File: src/rtl/if_fetch_queue.sv
// Instruction fetch stage: PC generation, 1-cycle ROM issue and a small credit-limited FIFO toward ID.
// Optional: define IF_MISALIGN_CHECK_EN to word-align redirect targets and flag misaligned jumps.
module if_fetch_queue #(
    parameter int                ADDR_W     = 32,
    parameter int                DATA_W     = 32,
    parameter logic [ADDR_W-1:0] RESET_PC   = '0,
    parameter int                PC_STEP    = 4,
    parameter int                FIFO_DEPTH = 4
) (
    input  logic              clk,
    input  logic              rst,
    output logic              ce,
    output logic [ADDR_W-1:0] pc,
    input  logic [DATA_W-1:0] inst_in,
    input  logic              jCe,
    input  logic [ADDR_W-1:0] jAddr,
    input  logic              stall,
    output logic              id_valid,
    input  logic              id_ready,
    output logic [DATA_W-1:0] id_inst,
    output logic [ADDR_W-1:0] id_pc
`ifdef IF_MISALIGN_CHECK_EN
    ,
    output logic              misalign
`endif
);

    localparam int IDX_W = (FIFO_DEPTH > 1) ? $clog2(FIFO_DEPTH) : 1;
    localparam int PTR_W = IDX_W + 1;
    localparam logic [PTR_W:0] DEPTH_C = (PTR_W+1)'(FIFO_DEPTH);

    logic                  running_q;
    logic [ADDR_W-1:0]     pc_q, pc_d;
    logic                  inflight_q, inflight_d;
    logic [ADDR_W-1:0]     ifl_pc_q, ifl_pc_d;
    logic [PTR_W-1:0]      wptr_q, wptr_d, rptr_q, rptr_d;
    logic [PTR_W-1:0]      occ;
    logic [PTR_W:0]        count;
    logic                  empty, push, pop;
    logic [ADDR_W-1:0]     target;

    logic [FIFO_DEPTH-1:0][DATA_W-1:0] inst_mem_q;
    logic [FIFO_DEPTH-1:0][ADDR_W-1:0] pc_mem_q;

    assign empty = (wptr_q == rptr_q);
    assign occ   = wptr_q - rptr_q;
    // Credits cover the in-flight fetch so a return always has a free slot.
    assign count = {1'b0, occ} + {{PTR_W{1'b0}}, inflight_q};
    assign ce    = running_q & ~stall & ~jCe & (count < DEPTH_C);
    assign pc    = pc_q;

    assign id_valid = ~empty;
    assign id_inst  = empty ? '0 : inst_mem_q[rptr_q[IDX_W-1:0]];
    assign id_pc    = empty ? '0 : pc_mem_q[rptr_q[IDX_W-1:0]];

    assign push = inflight_q & ~jCe;
    assign pop  = id_valid & id_ready & ~jCe;

`ifdef IF_MISALIGN_CHECK_EN
    logic misalign_q;
    assign target   = {jAddr[ADDR_W-1:2], 2'b00};
    assign misalign = misalign_q;

    always_ff @(posedge clk or negedge rst) begin
        if (!rst) misalign_q <= 1'b0;
        else      misalign_q <= jCe & (jAddr[1:0] != 2'b00);
    end
`else
    assign target = jAddr;
`endif

    always_comb begin
        pc_d       = pc_q;
        inflight_d = ce;
        ifl_pc_d   = ifl_pc_q;
        wptr_d     = wptr_q;
        rptr_d     = rptr_q;
        if (jCe) begin
            pc_d   = target;
            wptr_d = '0;
            rptr_d = '0;
        end else begin
            if (ce) begin
                pc_d     = pc_q + ADDR_W'(PC_STEP);
                ifl_pc_d = pc_q;
            end
            if (push) wptr_d = wptr_q + 1'b1;
            if (pop)  rptr_d = rptr_q + 1'b1;
        end
    end

    always_ff @(posedge clk or negedge rst) begin
        if (!rst) begin
            running_q  <= 1'b0;
            pc_q       <= RESET_PC;
            inflight_q <= 1'b0;
            ifl_pc_q   <= '0;
            wptr_q     <= '0;
            rptr_q     <= '0;
        end else begin
            running_q  <= 1'b1;
            pc_q       <= pc_d;
            inflight_q <= inflight_d;
            ifl_pc_q   <= ifl_pc_d;
            wptr_q     <= wptr_d;
            rptr_q     <= rptr_d;
        end
    end

    // Storage needs no reset: reads of an empty queue are masked to zero.
    always_ff @(posedge clk) begin
        if (push) begin
            inst_mem_q[wptr_q[IDX_W-1:0]] <= inst_in;
            pc_mem_q[wptr_q[IDX_W-1:0]]   <= ifl_pc_q;
        end
    end

endmodule

File: config.mk
export PLATFORM = sky130hd
export DESIGN_NAME = if_fetch_queue
export DESIGN_NICKNAME = d
export VERILOG_FILES = /design/src/rtl/if_fetch_queue.sv
export SDC_FILE = /design/constraint.sdc
export NUM_CORES = 1
export LEC_CHECK = 0
export BUFFER_PORTS_ARGS = -buffer_cell sky130_fd_sc_hd__buf_2
export CAP_MARGIN = 25
export CORE_UTILIZATION = 35
export CTS_CLUSTER_SIZE = 16
export DETAILED_ROUTE_END_ITERATION = 16
export MAX_ROUTING_LAYER = met4
export SETUP_SLACK_MARGIN = 0.4
export SLEW_MARGIN = 20
export SYNTH_ARGS = -nofsm -noshare
export SYNTH_HDL_FRONTEND = slang
export SYNTH_SLANG_ARGS = --single-unit
File: constraint.sdc
create_clock -name clk -period 3.8 [get_ports clk]
set_input_delay 0.19 -clock clk [delete_from_list [all_inputs] [get_ports clk]]
set_output_delay 0.19 -clock clk [all_outputs]
set_load 0.05 [all_outputs]
== Word level (Yosys, flattened, before mapping) ==
Cells that the tools add are included.

* Register bits after elaboration: 328
* Latch bits: 0
* Bits in writable memories: 0
* Memory bits (read-only): 0
* Input port bits: 69
* Output and inout port bits: 98
* Logic and storage cells: 54
* Memories: 0

* $add $sub $neg: 5
* $mul: 0
* Div/mod/pow operators: 0
* Order comparisons: 4
* Equal/unequal tests: 1
* Shift operators: 0
* Mux-type cells: 16
* Bitwise logic cells: 9
* Reduce and logical (&&, ||, !) cells: 5

{| class="wikitable"
|+ Operators with widths
! kind !! count
|-
| bitwise mux 128 bit || 2
|-
| two-way mux 32 bit || 7
|-
| binary-select mux 32 bit (select 2 bit) || 2
|-
| demux 32 bit (select 2 bit) || 1
|-
| adder 32 x 3 -> 32 bit (second input constant) || 1
|-
| two-way mux 3 bit || 4
|-
| adder 3 x 1 -> 3 bit (second input constant) || 2
|-
| bitwise AND 1 bit || 6
|-
| less-than comparator 2 x 3 -> 1 bit (second input constant) || 2
|-
| nonzero test 2 bit || 3
|-
| adder 3 x 1 -> 4 bit || 1
|-
| less-than comparator 4 x 3 -> 1 bit (second input constant) || 1
|-
| == test 3 bit || 1
|-
| inverter 1 bit || 3
|-
| subtractor 3 bit || 1
|-
| greater-or-equal comparator 2 x 1 -> 1 bit (second input constant) || 1
|-
| AND reduction 2 bit || 1
|-
| logical AND 1 bit || 1
|}

== Depth between registers and ports, before layout ==
* Depth in word-level cells: 6
* Depth in mapped cells: 10
* Gate-level depth less buffers: 8

== Worst setup path before layout ==
No wires, ideal clock.

* Kind: flip-flop to output port
* Start point: reg rptr_q[1]
* End point: out id_pc[22]
* Arrival time: 2632 ps
* Required time: 3610 ps
* Setup slack: 978 ps
* Stages on the path, launching flop included: 8
* Buffers on the path: 3
* Cell sequence: dfrtp_1 -> clkbuf_1 -> buf_1 -> inv_1 -> ha_1 -> nand3_1 -> clkbuf_1 -> and2_1

* Cells in the longest elaborated chain, start to end: 3
* Elaborated cells on any way between the ends: 4
* Those cells by class: 1 x eq/ne; 3 x mux

{| class="wikitable"
|+ RTL lines
! element !! RTL line !! source
|-
| from (decl) || 36 || <nowiki>logic [PTR_W-1:0] wptr_q, wptr_d, rptr_q, rptr_d;</nowiki>
|-
| from (signal assigned) || 106 || <nowiki>rptr_q <= rptr_d;</nowiki>
|-
| binary-select mux 32 bit (select 2 bit) || 54 || <nowiki>assign id_pc = empty ? '0 : pc_mem_q[rptr_q[IDX_W-1:0]];</nowiki>
|-
| two-way mux 32 bit (not written as such) || 54 ||
|-
| two-way mux 32 bit (*) || 54 ||
|-
| to (decl) || 21 || <nowiki>output logic [ADDR_W-1:0] id_pc</nowiki>
|}

Mark *: on every way between the ends. The rest lies on a longest branch, timed or not. The select of a mux whose other input is x is not followed.

== Final worst setup path ==
* Start point: reg wptr_q[0]
* End point: out ce

* Cells in the longest elaborated chain, start to end: 4

{| class="wikitable"
|+ RTL lines
! element !! RTL line !! source
|-
| from (decl) || 36 ||
|-
| from (signal assigned) || 105 || <nowiki>wptr_q <= wptr_d;</nowiki>
|-
| subtractor 3 bit || 46 || <nowiki>assign occ = wptr_q - rptr_q;</nowiki>
|-
| adder 3 x 1 -> 4 bit || 48 || <nowiki>assign count = {1'b0, occ} + {{PTR_W{1'b0}}, inflight_q};</nowiki>
|-
| less-than comparator 4 x 3 -> 1 bit || 49 || <nowiki>assign ce = running_q & ~stall & ~jCe & (count < DEPTH_C);</nowiki>
|-
| bitwise AND 1 bit || 49 ||
|-
| to (decl) || 12 || <nowiki>output logic ce,</nowiki>
|}

No other way between the ends.

==> impl_table.tex <==
\begin{tabular}{lr}
\hline
Metric & Value \\
\hline
\multicolumn{2}{l}{\textbf{Global routing}} \\
\quad Pin count of the biggest net entering global routing & 73 \\
\quad Number of global-route vias before repair & about 7600 \\
\quad Met1 Usage GRT & 0.2200 \\
\quad Met3 capacity usage during global routing & 0.02729 \\
\quad Congestion Overflow GR & 0 \\
\quad Initial antenna violation count & 1 \\
\quad First-pass GRT wire length & $\sim$45000 microns \\
\quad Combined global-route utilization of all metal layers & 0.1607 \\
\quad Global-route layer with the greatest usage & met2 \\
\quad Met2 demand-to-capacity share in global routing & 0.2520 \\
\multicolumn{2}{l}{\textbf{Timing}} \\
\quad Minimum period implied by the final worst setup slack & $\sim$3300 ps \\
\quad Achievable clock frequency & between 0.3 and 0.4 GHz \\
\quad Setup repair after global routing missed its margin & true \\
\quad Post-route clock period utilization & 0.8607 \\
\quad Max-Slew Margin vs Limit & 0.3503 \\
\quad Worst slew pin tran & about 970 ps \\
\quad Final setup vio count & 0 \\
\quad Count of pins over their slew limit & 0 \\
\quad Setup skew after layout & approximately 28 ps \\
\quad Total count of hold-check failures in the final report & 0 \\
\quad Fin Setup TNS & 0 ps \\
\multicolumn{2}{l}{\textbf{Pwr}} \\
\quad Power density over the cells & 561.1 nW/um\^{}2 \\
\quad Part of the power in the clock network & 0.358 \\
\quad Internal & between 0.006 and 0.007 W \\
\quad Leak Pwr & 5.973 nW \\
\quad Net switching power of the design & around 0.0025 W \\
\quad Part of the total power dissipated in combinational logic & 0.164 \\
\quad Switch share & 0.2764 \\
\quad Proportion of power drawn by flip-flops and latches & 0.478 \\
\quad Peak supply drop & 0.0002769 V \\
\multicolumn{2}{l}{\textbf{Clocking}} \\
\quad Library cell used as clock root buffer & sky130\_fd\_sc\_hd\_\_clkbuf\_16 \\
\quad Source-to-sink clock delay at the later pin of the worst-skew pair & 520 ps \\
\quad Count of H-tree levels built during CTS & 2 \\
\quad CTS clk-pin slew, worst paths & around 60 ps \\
\quad Clock buffer depth & 3 \\
\quad TritonCTS buffer count & 37 \\
\quad Clock tree from TritonCTS & built \\
\quad TritonCTS Sinks & about 330 \\
\multicolumn{2}{l}{\textbf{Setup path}} \\
\quad Largest incremental delay on the critical path & between 400 and 500 ps \\
\quad Data arrival time of the critical path & just over 3000 ps \\
\quad Biggest fanout along the worst timing path & 13 \\
\quad Worst path cell trace & inv\_1, ha\_1, fa\_1, or3b\_2, nand4b\_1, nor2\_4, buf\_4, buf\_2 \\
\quad Worst reg-to-reg path cell count & 9 \\
\quad Slowest CP cell & sky130\_fd\_sc\_hd\_\_fa\_1 \\
\quad End of the worst register-to-register path & pc[31] \\
\quad Setup CP Type & reg2out \\
\quad Crit path launch type & flop \\
\quad Worst setup slack for register-to-register paths & around 1000 ps \\
\quad R2R Path Start & wptr\_q[0] \\
\quad Critical path endpoint category & primary output \\
\quad Worst endpoint required time & approximately 3600 ps \\
\multicolumn{2}{l}{\textbf{Logic synthesis}} \\
\quad Number of nets produced by synthesis & 797 \\
\quad Flop and latch count out of synthesis & around 330 \\
\quad Total number of yosys warnings & 0 \\
\quad Post-synthesis adder-cell area fraction & 0.009179 \\
\quad Post-synthesis cell type with the largest combined area & sky130\_fd\_sc\_hd\_\_edfxtp\_1 \\
\quad Proportion of synthesized flip-flops having asynchronous set or reset & 0.2195 \\
\quad Post-synth EDFFs & 256 \\
\quad Top FF cell, synth & sky130\_fd\_sc\_hd\_\_edfxtp\_1 \\
\quad Synth Area in Compound Gates & 0.01377 \\
\quad Commonest cells post-synth & 256 x sky130\_fd\_sc\_hd\_\_edfxtp\_1, 72 x sky130\_fd\_sc\_hd\_\_dfrtp\_1, 70 x sky130\_fd\_sc\_hd\_\_and2\_1 \\
\quad Average cell area after synthesis & $\sim$18 sq um \\
\quad Top cells by area in the synthesized netlist & sky130\_fd\_sc\_hd\_\_edfxtp\_1 59\%, sky130\_fd\_sc\_hd\_\_dfrtp\_1 14\%, sky130\_fd\_sc\_hd\_\_mux4\_2 11\%, sky130\_fd\_sc\_hd\_\_and2\_1 3.3\%, sky130\_fd\_sc\_hd\_\_mux2\_2 3.1\% \\
\quad Cell with the most instances after synthesis & sky130\_fd\_sc\_hd\_\_edfxtp\_1 \\
\quad Area of the mapped netlist & 13090 sq um \\
\quad Simple-gate share of the synthesized area & 0.07658 \\
\quad Multiplexer share of the synthesized area & 0.1427 \\
\quad Sequential fraction of the synthesis area & 0.7251 \\
\quad Number of distinct library cells after synthesis & 42 \\
\quad Post-synth top area share & 0.5874 \\
\quad Main combinational cell family by area after synthesis & multiplexers \\
\quad Synthesized-area fraction occupied by xor and xnor cells & 0.01912 \\
\quad Cell count after synthesis & slightly above 700 \\
\multicolumn{2}{l}{\textbf{Placement}} \\
\quad Buffers added on ports & approximately 170 \\
\quad Detailed-placement wirelength estimate & 17350 microns \\
\quad Global placer's final weighted congestion & 0.7611 \\
\quad Instance count after placement with tap cells included & $\sim$1300 \\
\multicolumn{2}{l}{\textbf{Drt}} \\
\quad Average via count per standard cell & between 4 and 5 \\
\quad Number of remaining DRC errors & 0 \\
\quad Remaining number of nets flagged by the antenna check after routing & 0 \\
\quad Via count & approximately 7300 \\
\quad Routed WL & around 29000 microns \\
\quad Violation count after the first detailed-routing iteration & about 430 \\
\quad Iteration count of the initial detailed-routing pass & 4 \\
\quad Wire per inst & between 15 and 20 microns \\
\multicolumn{2}{l}{\textbf{Min path}} \\
\quad Min-delay worst type & in2reg \\
\quad HP Start & jAddr[28] \\
\quad Terminating pin of the worst hold path & pc[28] \\
\quad Hold-critical path depth & 4 \\
\multicolumn{2}{l}{\textbf{Layout}} \\
\quad Final Net Count & around 1100 \\
\quad Synthesis-to-layout area growth & 25.22\% \\
\quad Finished Core Util & 0.4465 \\
\quad Final non-filler cell total & 1470 \\
\quad Fraction of final layout cells with drive strength greater than 1 & 0.3487 \\
\multicolumn{2}{l}{\textbf{Die}} \\
\quad Horizontal die dimension & about 200 microns \\
\quad Height of the die & 195.4 microns \\
\quad Starting utilization of the core area & 0.3566 \\
\quad Cell Rows & 70 \\
\quad Die ar. & about 38000 sq um \\
\quad Num ports & about 170 \\
\quad Area of the core & $\sim$37000 sq um \\
\multicolumn{2}{l}{\textbf{Outcome}} \\
\quad Outcome & finished, final reports clean \\
\multicolumn{2}{l}{\textbf{Job}} \\
\quad Max\_cap viols & 0 \\
\hline
\end{tabular}
-- cells in the final DEF (no fill, tap or decap), types with 3 or more instances in the layout --
master and instances:
sky130_fd_sc_hd__clkbuf_16 37, sky130_fd_sc_hd__clkbuf_8 4, sky130_fd_sc_hd__buf_2 165, sky130_fd_sc_hd__mux4_2 64, sky130_fd_sc_hd__dfrtp_1 70, sky130_fd_sc_hd__and3_1 7, sky130_fd_sc_hd__clkinv_1 6, sky130_fd_sc_hd__xnor2_1 5
sky130_fd_sc_hd__edfxtp_1 256, sky130_fd_sc_hd__xor2_1 21, sky130_fd_sc_hd__clkbuf_1 11, sky130_fd_sc_hd__or3_1 3, sky130_fd_sc_hd__and2_1 66, sky130_fd_sc_hd__ha_1 8, sky130_fd_sc_hd__o21ai_0 24, sky130_fd_sc_hd__nor2_1 11
sky130_fd_sc_hd__buf_12 4, sky130_fd_sc_hd__o211ai_1 4, sky130_fd_sc_hd__nand3_1 17, sky130_fd_sc_hd__inv_1 4, sky130_fd_sc_hd__and2_4 4, sky130_fd_sc_hd__and4_1 3, sky130_fd_sc_hd__nand2_1 38, sky130_fd_sc_hd__dlygate4sd3_1 65
sky130_fd_sc_hd__mux2_2 36, sky130_fd_sc_hd__clkinv_2 5, sky130_fd_sc_hd__buf_4 15, sky130_fd_sc_hd__nand4_1 16
-- layout make-up --
type | instances | area, sq um
clock buffers | 52 | 1022
flip-flops and latches | 328 | 9497
clock inverters | 13 | 91.34
fillers | 3246 | 20310
repair buffers | 252 | 1727
multi-input cells | 351 | 3443
inverters | 5 | 18.77
diodes | 1 | 2.502
well taps | 468 | 585.6
-- metal layers --
metal  vias up  share of wire
met5         -              0
met4         0          0.016
met3        38          0.050
met2       206           0.47
met1      3722           0.46
li1       3299              -
-- kinds of logic (layout without fill, tap and decap cells) --
kind of cell | count (synthesis) | after routing
flops | 328 | 328
simple gates | 179 | 179
mux | 102 | 102
buf+inv | 40 | 322
compound gates | 33 | 33
xor+xnor | 27 | 27
fa+ha+maj | 9 | 9
other cells | 1 | 2
-- sequential cells by signal (all words and copies together) (netlist names) --
name and cells:
inflight_q 1, inst_mem_q 128, wptr_q 3, rptr_q 3, pc_mem_q 128, running_q 1
ifl_pc_q 32, pc 32
-- worst max-delay path: cells and delay by family (launching register included) --
family        cells  cell delay [ps]
simple gates      3              730
buf+inv           3              720
fa+ha+maj         2              700
flops             1              410
-- worst max path at each step --
stage              start   endpoint  slack [ps]
5_1_grt        wptr_q[0]         ce         350
4_1_cts        rptr_q[0]  id_pc[30]         450
6_report       wptr_q[0]         ce         530
3_5_place_dp   rptr_q[0]  id_pc[30]         770
2_1_floorplan  rptr_q[1]  id_pc[22]         980
3_3_place_gp   wptr_q[0]     pc[21]         710
-- power groups by stage --
stage,clock [W],sequential (W),combinational [W]
floorplan,0,0.00450,0.000975
global placement,0,0.00445,0.00146
detailed placement,0,0.00447,0.00147
CTS,0.00338,0.00440,0.00153
global route,0.00354,0.00443,0.00161
finish,0.00329,0.00439,0.00151
-- metrics by stage --
stage | instance area [sq um] | total power (W) | setup WS, ps | hold slack, ps
floorplan | 13090 | 0.005471 | 978.2 | -105.6
global placement | 14530 | 0.005912 | 711.4 | 395.8
CTS | 16310 | 0.009308 | 452.4 | 47.02
global route | 16390 | 0.009580 | 345.3 | 65.39
detailed placement | 14540 | 0.005943 | 768.3 | 401.6
finish | 16390 | 0.009195 | 529.4 | 55.69
-- repair_timing --
action	4_1_cts	5_1_grt
pin swaps	0	1
endpoints found under the hold margin	232	0
hold buffers	65	0
gates resized for setup	1	2
endpoints found under the setup margin	42	42
setup buffers	0	6
Note: power is estimated with default switching activity, not from simulation.
